<file path="config.mk">
export PLATFORM = sky130hd
export DESIGN_NAME = ysyx_23060042_lsu
export DESIGN_NICKNAME = d
export VERILOG_FILES = /design/src/rtl/ysyx_23060042_lsu_pkg.sv /design/src/rtl/ysyx_23060042_lsu_align.sv /design/src/rtl/ysyx_23060042_lsu.sv
export SDC_FILE = /design/constraint.sdc
export NUM_CORES = 1
export LEC_CHECK = 0
export BUFFER_PORTS_ARGS = -buffer_cell sky130_fd_sc_hd__clkbuf_2
export CORE_MARGIN = 10
export CORE_UTILIZATION = 35
export CTS_BUF_LIST = sky130_fd_sc_hd__clkbuf_4 sky130_fd_sc_hd__clkbuf_8
export DETAILED_ROUTE_END_ITERATION = 12
export GPL_TIMING_DRIVEN = 0
export PLACE_DENSITY = 0.71
export REMOVE_ABC_BUFFERS = 1
export SYNTH_ARGS = -nofsm -noshare
export SYNTH_HDL_FRONTEND = slang
export SYNTH_SLANG_ARGS = --single-unit
</file>
<file path="constraint.sdc">
create_clock -name clk -period 1.9 [get_ports clk]
set_clock_uncertainty 0.05 [all_clocks]
set_input_delay 0.475 -clock clk [delete_from_list [all_inputs] [get_ports clk]]
set_output_delay 0.475 -clock clk [all_outputs]
set_load 0.005 [all_outputs]
</file>
<file path="src/rtl/ysyx_23060042_lsu_pkg.sv">
// Shared constants for the load/store unit: FSM state codes, access size
// encodings and the access legality check used at request accept time.
package ysyx_23060042_lsu_pkg;

    typedef logic [1:0] state_t;

    localparam state_t ST_IDLE = 2'd0;
    localparam state_t ST_REQ  = 2'd1;
    localparam state_t ST_WAIT = 2'd2;
    localparam state_t ST_DONE = 2'd3;

    localparam logic [1:0] SZ_B = 2'b00;
    localparam logic [1:0] SZ_H = 2'b01;
    localparam logic [1:0] SZ_W = 2'b10;

    // A request that can never reach memory: conflicting op bits, the unused
    // size code, or a half/word access that straddles its natural boundary.
    function automatic logic is_bad_access(input logic rd, input logic wr,
                                           input logic [1:0] sz, input logic [1:0] off);
        return (rd && wr) || (sz == 2'b11) ||
               ((sz == SZ_H) && off[0]) ||
               ((sz == SZ_W) && (off != 2'b00));
    endfunction

endpackage

</file>
<file path="src/rtl/ysyx_23060042_lsu_align.sv">
// Byte-lane steering: store data replication and write mask on the way out,
// load shift and sign/zero extension on the way back.
module ysyx_23060042_lsu_align
    import ysyx_23060042_lsu_pkg::*;
(
    input  logic [1:0]  size,
    input  logic [1:0]  off,
    input  logic        uns,
    input  logic [31:0] st_data,
    input  logic [31:0] rdata,
    output logic [31:0] wdata,
    output logic [3:0]  wmask,
    output logic [31:0] ld_ext
);

    logic [31:0] w;

    always_comb begin
        wdata  = st_data;
        wmask  = 4'b0000;
        w      = rdata >> {off, 3'b000};
        ld_ext = w;
        case (size)
            SZ_B: begin
                wdata  = {4{st_data[7:0]}};
                wmask  = 4'b0001 << off;
                ld_ext = {{24{w[7] & ~uns}}, w[7:0]};
            end
            SZ_H: begin
                wdata  = {2{st_data[15:0]}};
                wmask  = 4'b0011 << off;
                ld_ext = {{16{w[15] & ~uns}}, w[15:0]};
            end
            SZ_W: begin
                wmask  = 4'b1111;
            end
            default: begin
                wmask  = 4'b0000;
            end
        endcase
    end

endmodule

</file>
<file path="src/rtl/ysyx_23060042_lsu.sv">
// Load/store unit: accepts one request from execute, runs a single word-aligned
// memory transaction and returns the extended load result to write-back.
module ysyx_23060042_lsu
    import ysyx_23060042_lsu_pkg::*;
#(
    parameter int ADDR_W = 32,
    parameter int DATA_W = 32
) (
    input  logic              clk,
    input  logic              rst,
    input  logic              in_valid,
    output logic              in_ready,
    input  logic [ADDR_W-1:0] addr,
    input  logic [DATA_W-1:0] st_data,
    input  logic              mem_rd,
    input  logic              mem_wr,
    input  logic [1:0]        size,
    input  logic              uns,
    output logic              out_valid,
    input  logic              out_ready,
    output logic [DATA_W-1:0] ld_data,
    output logic              err,
    output logic              mreq_valid,
    input  logic              mreq_ready,
    output logic [ADDR_W-1:0] mreq_addr,
    output logic              mreq_wen,
    output logic [DATA_W-1:0] mreq_wdata,
    output logic [3:0]        mreq_wmask,
    input  logic              mrsp_valid,
    input  logic [DATA_W-1:0] mrsp_rdata,
    output logic [1:0]        dbg_state
);

    // Handshakes: a transfer happens on a rising edge where valid && ready.
    // Valid never drops and its payload never changes until that transfer.

    state_t            state;
    logic [ADDR_W-1:0] r_addr;
    logic [DATA_W-1:0] r_st_data;
    logic [1:0]        r_size;
    logic              r_uns;
    logic              r_wen;
    logic [DATA_W-1:0] r_ld_data;
    logic              r_err;

    logic [DATA_W-1:0] al_wdata;
    logic [3:0]        al_wmask;
    logic [DATA_W-1:0] al_ld_ext;

    ysyx_23060042_lsu_align u_align (
        .size    (r_size),
        .off     (r_addr[1:0]),
        .uns     (r_uns),
        .st_data (r_st_data),
        .rdata   (mrsp_rdata),
        .wdata   (al_wdata),
        .wmask   (al_wmask),
        .ld_ext  (al_ld_ext)
    );

    always_ff @(posedge clk) begin
        if (rst) begin
            state     <= ST_IDLE;
            r_addr    <= '0;
            r_st_data <= '0;
            r_size    <= 2'b00;
            r_uns     <= 1'b0;
            r_wen     <= 1'b0;
            r_ld_data <= '0;
            r_err     <= 1'b0;
        end else begin
            case (state)
                ST_IDLE: begin
                    if (in_valid) begin
                        r_addr    <= addr;
                        r_st_data <= st_data;
                        r_size    <= size;
                        r_uns     <= uns;
                        r_ld_data <= '0;
                        r_wen     <= 1'b0;
                        if (!mem_rd && !mem_wr) begin
                            r_err <= 1'b0;
                            state <= ST_DONE;
                        end else if (is_bad_access(mem_rd, mem_wr, size, addr[1:0])) begin
                            r_err <= 1'b1;
                            state <= ST_DONE;
                        end else begin
                            r_err <= 1'b0;
                            r_wen <= mem_wr;
                            state <= ST_REQ;
                        end
                    end
                end
                ST_REQ: begin
                    if (mreq_ready) state <= ST_WAIT;
                end
                ST_WAIT: begin
                    // Stores also wait for their acknowledge before retiring.
                    if (mrsp_valid) begin
                        r_ld_data <= r_wen ? '0 : al_ld_ext;
                        state     <= ST_DONE;
                    end
                end
                default: begin
                    if (out_ready) state <= ST_IDLE;
                end
            endcase
        end
    end

    assign in_ready   = (state == ST_IDLE);
    assign out_valid  = (state == ST_DONE);
    assign mreq_valid = (state == ST_REQ);
    assign mreq_addr  = {r_addr[ADDR_W-1:2], 2'b00};
    assign mreq_wen   = r_wen;
    assign mreq_wdata = al_wdata;
    assign mreq_wmask = r_wen ? al_wmask : 4'b0000;
    assign ld_data    = r_ld_data;
    assign err        = r_err;
    assign dbg_state  = state;

endmodule

</file>
==> metrics.txt, run 1 <==
status=finished, violations left; failing checks=setup timing; post-synth top area cell=dfxtp_1; antenna viol nets, final=0; Cells after DPL=between 900 and 1000; CTS tree=yes; # setup viols final=27; Ant. Diodes=0; Post-DP Area=just under 0.006 sq mm; Max FO, Critical Path=10; total track usage=0.167; GPL Wtd Cong=slightly above 0.8; final layout net count=between 800 and 900; Post-Syn Area per Cell=around 8.4 sq um; min-delay src=addr[3]; Via density=about 4.9; Initial Util=0.359; mux cell area share after synthesis=0.0926; H-tree levels=3; setup slack after layout=-0.163 ns; TritonCTS buffer count=9; Total Power=between 6 and 7 mW; fmax=485 MHz; yosys synthesis warning count=0; worst r2r src=r_size[1]$_SDFFE_PP0P_; IO Pins=around 210; drt total wl=between 15000 and 20000 um; Seq. cell area=0.00208 sq mm; maximum VDD drop=0.795 mV; CTS Sinks=103; grt ovf=0; synthesized cell area=between 0.004 and 0.005 sq mm; Post-synth top flop=dfxtp_1; worst slew pin tran=0.647 ns; DRT iter0 DRCs=roughly 190; Die ar.=just under 0.02 sq mm; DP Worst Slack=-1.04 ns; height of the die=~140 um; fin area=0.00646 sq mm; most common cell in the synthesized netlist=nand2_1; Hold Crit Class=input port to flip-flop; Pre-antenna DRT Iters=4; first-pass GRT wire length=around 26000 um; cell depth of the worst hold path=3; Final Hold Vio Count=0; post-layout util=0.463; multi-input logic area=between 0.002 and 0.003 sq mm; Synth Area in XOR/XNOR=0.00350; PD cells=about 1100 mW/mm^2; Synth Register Bits=roughly 100; Max Slew Vio Count=0; WL/cell=17.6 um; Post-synth EDFFs=0; top-area cell type share of the netlist area=0.413; Reg clk slew, reported paths=around 0.11 ns; Simple-Gate Fraction of Synth Area=0.186; period utilization=1.09; CP Launch Type=flip-flop; RSZ-0062 raised after global routing=true; Row Count=43; vias in the first global route=4811; MaxCap Viol Count=0; synth unique cells=45; Layout fillers=about 1400; Core ar.=0.0139 sq mm; worst-case reg-to-reg path depth=5; R2R Setup Slk=0.08 ns; Synth top cells by count=nand2_1 (156), dfxtp_1 (103), a21oi_1 (73); PortBufs=211; Setup CP Type=flip-flop to output pin; HPWL Detailed=approximately 12000 um; worst hold path endpoint=r_addr[3]$_SDFFE_PP0P_; main combinational cell family by area after synthesis=compound AO/OA/AOI/OAI gates; clock buffer depth=2; ys async rst share=0; crit path time final=slightly above 2 ns; most area-consuming cells after synthesis=dfxtp_1 (41%), nand2_1 (12%), a21oi_1 (7.3%); Slew Limit Headroom=0.567; R2R Path End=ld_data[10]$_SDFFE_PP0P_; final std cells w/o fill=between 900 and 1000; initial antenna violation count=0; Cells after Synth=598; vias=4717; largest net degree at the start of global routing=55; setup_tns=-2.54 ns; Die X=about 140 um; crit path DAT=1.54 ns; DRC=0; Worst-Skew Late Latency=about 0.4 ns; area delta synth->final=29.2%; Synth Area in Compound Gates=0.186; area share of fa/ha/maj cells after synthesis=0.0100; CP required=roughly 1.4 ns; CTS root buf=clkbuf_8; layout cells sized above 1=0.395; sequential area share after synthesis=0.413; Crit. End Element=output pin; Leak=between 2 and 3 nW; WHS=0.228 ns
## cells by family after synthesis
logic type               Yosys count
multiplexers                      43
AND/OR/NAND/NOR                  208
buffers and inverters             97
flip-flops                       103
XOR/XNOR                           2
adder cells (fa/ha/maj)            4
other                              1
AO/OA/AOI/OAI                    140
## metal layers
metal / wire length (um) / GRT usage
met2: 7570 / 0.263
met3: 2260 / 0.0956
met4: 289 / 0.0489
met1: 6700 / 0.188
met5: 0 / 0
## where the power goes
group	total, mW	internal (mW)	switching, mW
Clock	1.40	0.545	0.855
Combinational	2.75	1.24	1.51
Sequential	2.72	2.46	0.255
Total	6.87	4.25	2.62
## what timing repair did
item                                    4_1_cts  5_1_grt
endpoints found under the setup margin      110      103
hold buffers                                  0        0
pin swaps                                     3        4
gates resized for setup                      26       14
buffers inserted                             23        4
gates cloned                                  1        0
## area by class of cell
type | count | area share
inverters | 12 | 0.00698
clock inverters | 6 | 0.00891
multi-input cells | 400 | 0.390
repair buffers | 242 | 0.216
clock buffers | 10 | 0.0213
well taps | 180 | 0.0349
flip-flops and latches | 103 | 0.322
## flip-flops by register name, summed over array words and instances, names as in the netlist
| signal | cells |
|---|---|
| r_size | 2 |
| mreq_wen | 1 |
| r_uns | 1 |
| err | 1 |
| dbg_state | 2 |
| r_st_data | 32 |
| ld_data | 32 |
| r_addr | 32 |
## critical path, stage by stage, from the launching register on
cell      delay [ns]
dfxtp_4         0.43
nor2_4          0.23
mux2_2          0.36
clkbuf_2        0.12
## layout by cell type, fill, tap and decap left out, drive strengths merged, types with 2 or more instances in the layout
| master | synthesis | routed |
|---|---|---|
| ha | 4 | 4 |
| nand2 | 156 | 156 |
| mux2i | 26 | 26 |
| o21ai | 9 | 9 |
| xnor2 | 2 | 2 |
| o221ai | 8 | 8 |
| dfxtp | 103 | 103 |
| o21a | 3 | 3 |
| o21bai | 3 | 3 |
| nand2b | 2 | 2 |
| a22o | 8 | 8 |
| nor3 | 3 | 3 |
| a21oi | 73 | 73 |
| or3 | 2 | 2 |
| nand3b | 2 | 2 |
| inv | 12 | 16 |
| a32oi | 7 | 7 |
| clkbuf | 29 | 221 |
| conb | 1 | 2 |
| nor2 | 25 | 26 |
| a211o | 16 | 16 |
| a221o | 8 | 8 |
| clkinv | 0 | 2 |
| nor2b | 10 | 10 |
| buf | 56 | 31 |
| mux2 | 16 | 16 |
## worst max-delay path by stage
stage | startpoint | end | slack [ns] | cells past startpoint
detailed placement | r_size[1]$_SDFFE_PP0P_ | ld_data[10]$_SDFFE_PP0P_ | -1.04 | 4
global placement | rst | ld_data[26]$_SDFFE_PP0P_ | -1.69 | 3
CTS | r_size[0]$_SDFFE_PP0P_ | mreq_wdata[11] | -0.20 | 3
floorplan | dbg_state[0]$_SDFFE_PP0P_ | mreq_wen$_SDFFE_PP0P_ | -0.47 | 5
finish | r_size[0]$_SDFFE_PP0P_ | mreq_wdata[9] | -0.16 | 3
global route | r_size[0]$_SDFFE_PP0P_ | mreq_wmask[2] | -0.23 | 5
No activity file was read; power rests on OpenSTA's default activity.
==> run 2, diff against run 1 <==
Settings changed: SETUP_SLACK_MARGIN set to 0.05.
==> run 2 against run 1 <==
Net effect:
- the run still ends with setup timing left
- sequential power hardly changed
- global-route usage barely moved
- core utilization barely moved
- clock-buffer cell count unchanged
- final cell count unchanged
- sequential cell count unchanged
- power is 0.75% higher
- register-to-register slack is essentially flat
- first-iteration DRC count increased by 28%
- design area barely moved
- worst setup slack worse by 0.0013 ns
- fmax is essentially flat
==> metrics.txt, run 2 (synthesized netlist as in run 1, its figures left out) <==
final layout net count=879 (unchanged); Via density=5.01 (was 4.95); CP required=1.37 ns (about the same); Reg clk slew, reported paths=0.11 ns (about the same); cell depth of the worst hold path=3 (unchanged); Max Slew Vio Count=0 (unchanged); IO Pins=214 (unchanged); vias=4779 (was 4717); Die X=140 um (unchanged); CTS root buf=clkbuf_8 (unchanged); period utilization=1.09 (about the same); most frequent cells in the layout=clkbuf_2 (210), nand2_1 (155), dfxtp_1 (97), a21oi_1 (73), mux2i_1 (25) (unchanged); Setup CP Type=flip-flop to output pin (unchanged); H-tree levels=3 (unchanged); DRC=0 (unchanged); vias in the first global route=4823 (was 4811); initial antenna violation count=0 (unchanged); TritonCTS buffer count=9 (unchanged); failing checks=setup timing (unchanged); HPWL Detailed=12000 um (unchanged); WHS=0.233 ns (was 0.228 ns); crit path time final=2.06 ns (about the same); crit path DAT=1.54 ns (about the same); status=finished, violations left (unchanged); Core ar.=0.0139 sq mm (unchanged); R2R Setup Slk=0.09 ns (was 0.08 ns); largest net degree at the start of global routing=55 (unchanged); Crit. End Element=output pin (unchanged); Final Hold Vio Count=0 (unchanged); Pre-antenna DRT Iters=6 (was 4); Slew Limit Headroom=0.564 (was 0.567); fmax=484 MHz (was 485 MHz); clock buffer depth=2 (unchanged); CTS Hold Bufs=0 (unchanged); worst-case reg-to-reg path depth=6 (was 5); Leak=2.99 nW (about the same); fin area=0.00646 sq mm (about the same); grt ovf=0 (unchanged); GPL Wtd Cong=0.804 (unchanged); Worst-Skew Late Latency=0.39 ns (about the same); CTS Sinks=103 (unchanged); drt total wl=17100 um (was 16800 um); PD cells=1070 mW/mm^2 (was 1060 mW/mm^2); Row Count=43 (unchanged); Max FO, Critical Path=10 (unchanged); worst slew pin tran=0.650 ns (was 0.647 ns); antenna viol nets, final=0 (unchanged); Ant. Diodes=0 (unchanged); total track usage=0.167 (about the same); height of the die=140 um (unchanged); CTS tree=yes (unchanged); area delta synth->final=29.2% (about the same); # setup viols final=27 (unchanged); Hold Crit Class=input port to flip-flop (unchanged); Die ar.=0.0195 sq mm (unchanged); maximum VDD drop=0.795 mV (about the same); DRT iter0 DRCs=237 (was 185); Post-DP Area=0.00587 sq mm (unchanged); PortBufs=211 (unchanged); RSZ-0062 raised after global routing=true (unchanged); commonest non-fill, non-tap cell in the layout=clkbuf_2 (unchanged); MaxCap Viol Count=0 (unchanged); Initial Util=0.359 (unchanged); setup slack after layout=-0.164 ns (was -0.163 ns); first-pass GRT wire length=26500 um (about the same); Layout fillers=1375 (unchanged); layout cells sized above 1=0.398 (was 0.395); CP Launch Type=flip-flop (unchanged); WL/cell=18.0 um (was 17.6 um)
run 2: power by group:
part	internal (mW)	switching [mW]	leakage (nW)	total (mW)
registers	2.47	0.251	0.845	2.72
clock network	0.545	0.849	0.101	1.39
logic	1.26	1.54	2.04	2.80
total	4.28	2.64	2.99	6.92
run 2: repair_timing:
action	in CTS	in global routing
gates cloned	1	1
setup endpoints to repair	115	98
setup buffers	25	1
pin swaps	4	5
resized for setup	29	15
run 2: path summary, 6_finish.rpt:
path | startpoint | endpoint
setup / recovery | r_size[0]$_SDFFE_PP0P_ | mreq_wdata[9]
hold / removal | addr[4] | r_addr[4]$_SDFFE_PP0P_
setup reg to reg | r_size[0]$_SDFFE_PP0P_ | ld_data[16]$_SDFFE_PP0P_
hold reg to reg | r_addr[21]$_SDFFE_PP0P_ | r_addr[21]$_SDFFE_PP0P_
run 2: per-layer routing:
layer	vias to the layer above	global-route usage	part of all wire
li1	2338	-	-
met1	2193	0.188	0.40
met2	229	0.264	0.45
met3	19	0.0963	0.13
met4	0	0.0489	0.016
met5	-	0	0
run 2: critical path, stage by stage, from the launching register on:
cell and delay (ns):
dfxtp_4 0.43, nor2_4 0.23, mux2_2 0.36, clkbuf_2 0.12
run 2: per-stage QoR:
step	power, mW	instances	setup TNS, ns	setup slack, ns	utilization
2_1_floorplan	4.10	514	-36.65	-0.466	-
3_3_place_gp	5.08	905	-145.39	-1.69	0.415
3_5_place_dp	5.17	909	-35.86	-1.04	0.421
4_1_cts	6.85	951	-3.70	-0.203	0.457
5_1_grt	7.42	953	-5.04	-0.233	0.464
6_report	6.92	953	-2.63	-0.164	0.464
run 2: final cells by class:
cell class                 instances  area, sq um  area share
sequential                       103         2080       0.323
multi-input combinational        401         2540       0.393
tap                              180          225      0.0349
clock buffer                      10          138      0.0213
timing repair buffer             241         1370       0.213
clock inverter                     6         57.6     0.00891
inverter                          12         45.0     0.00697
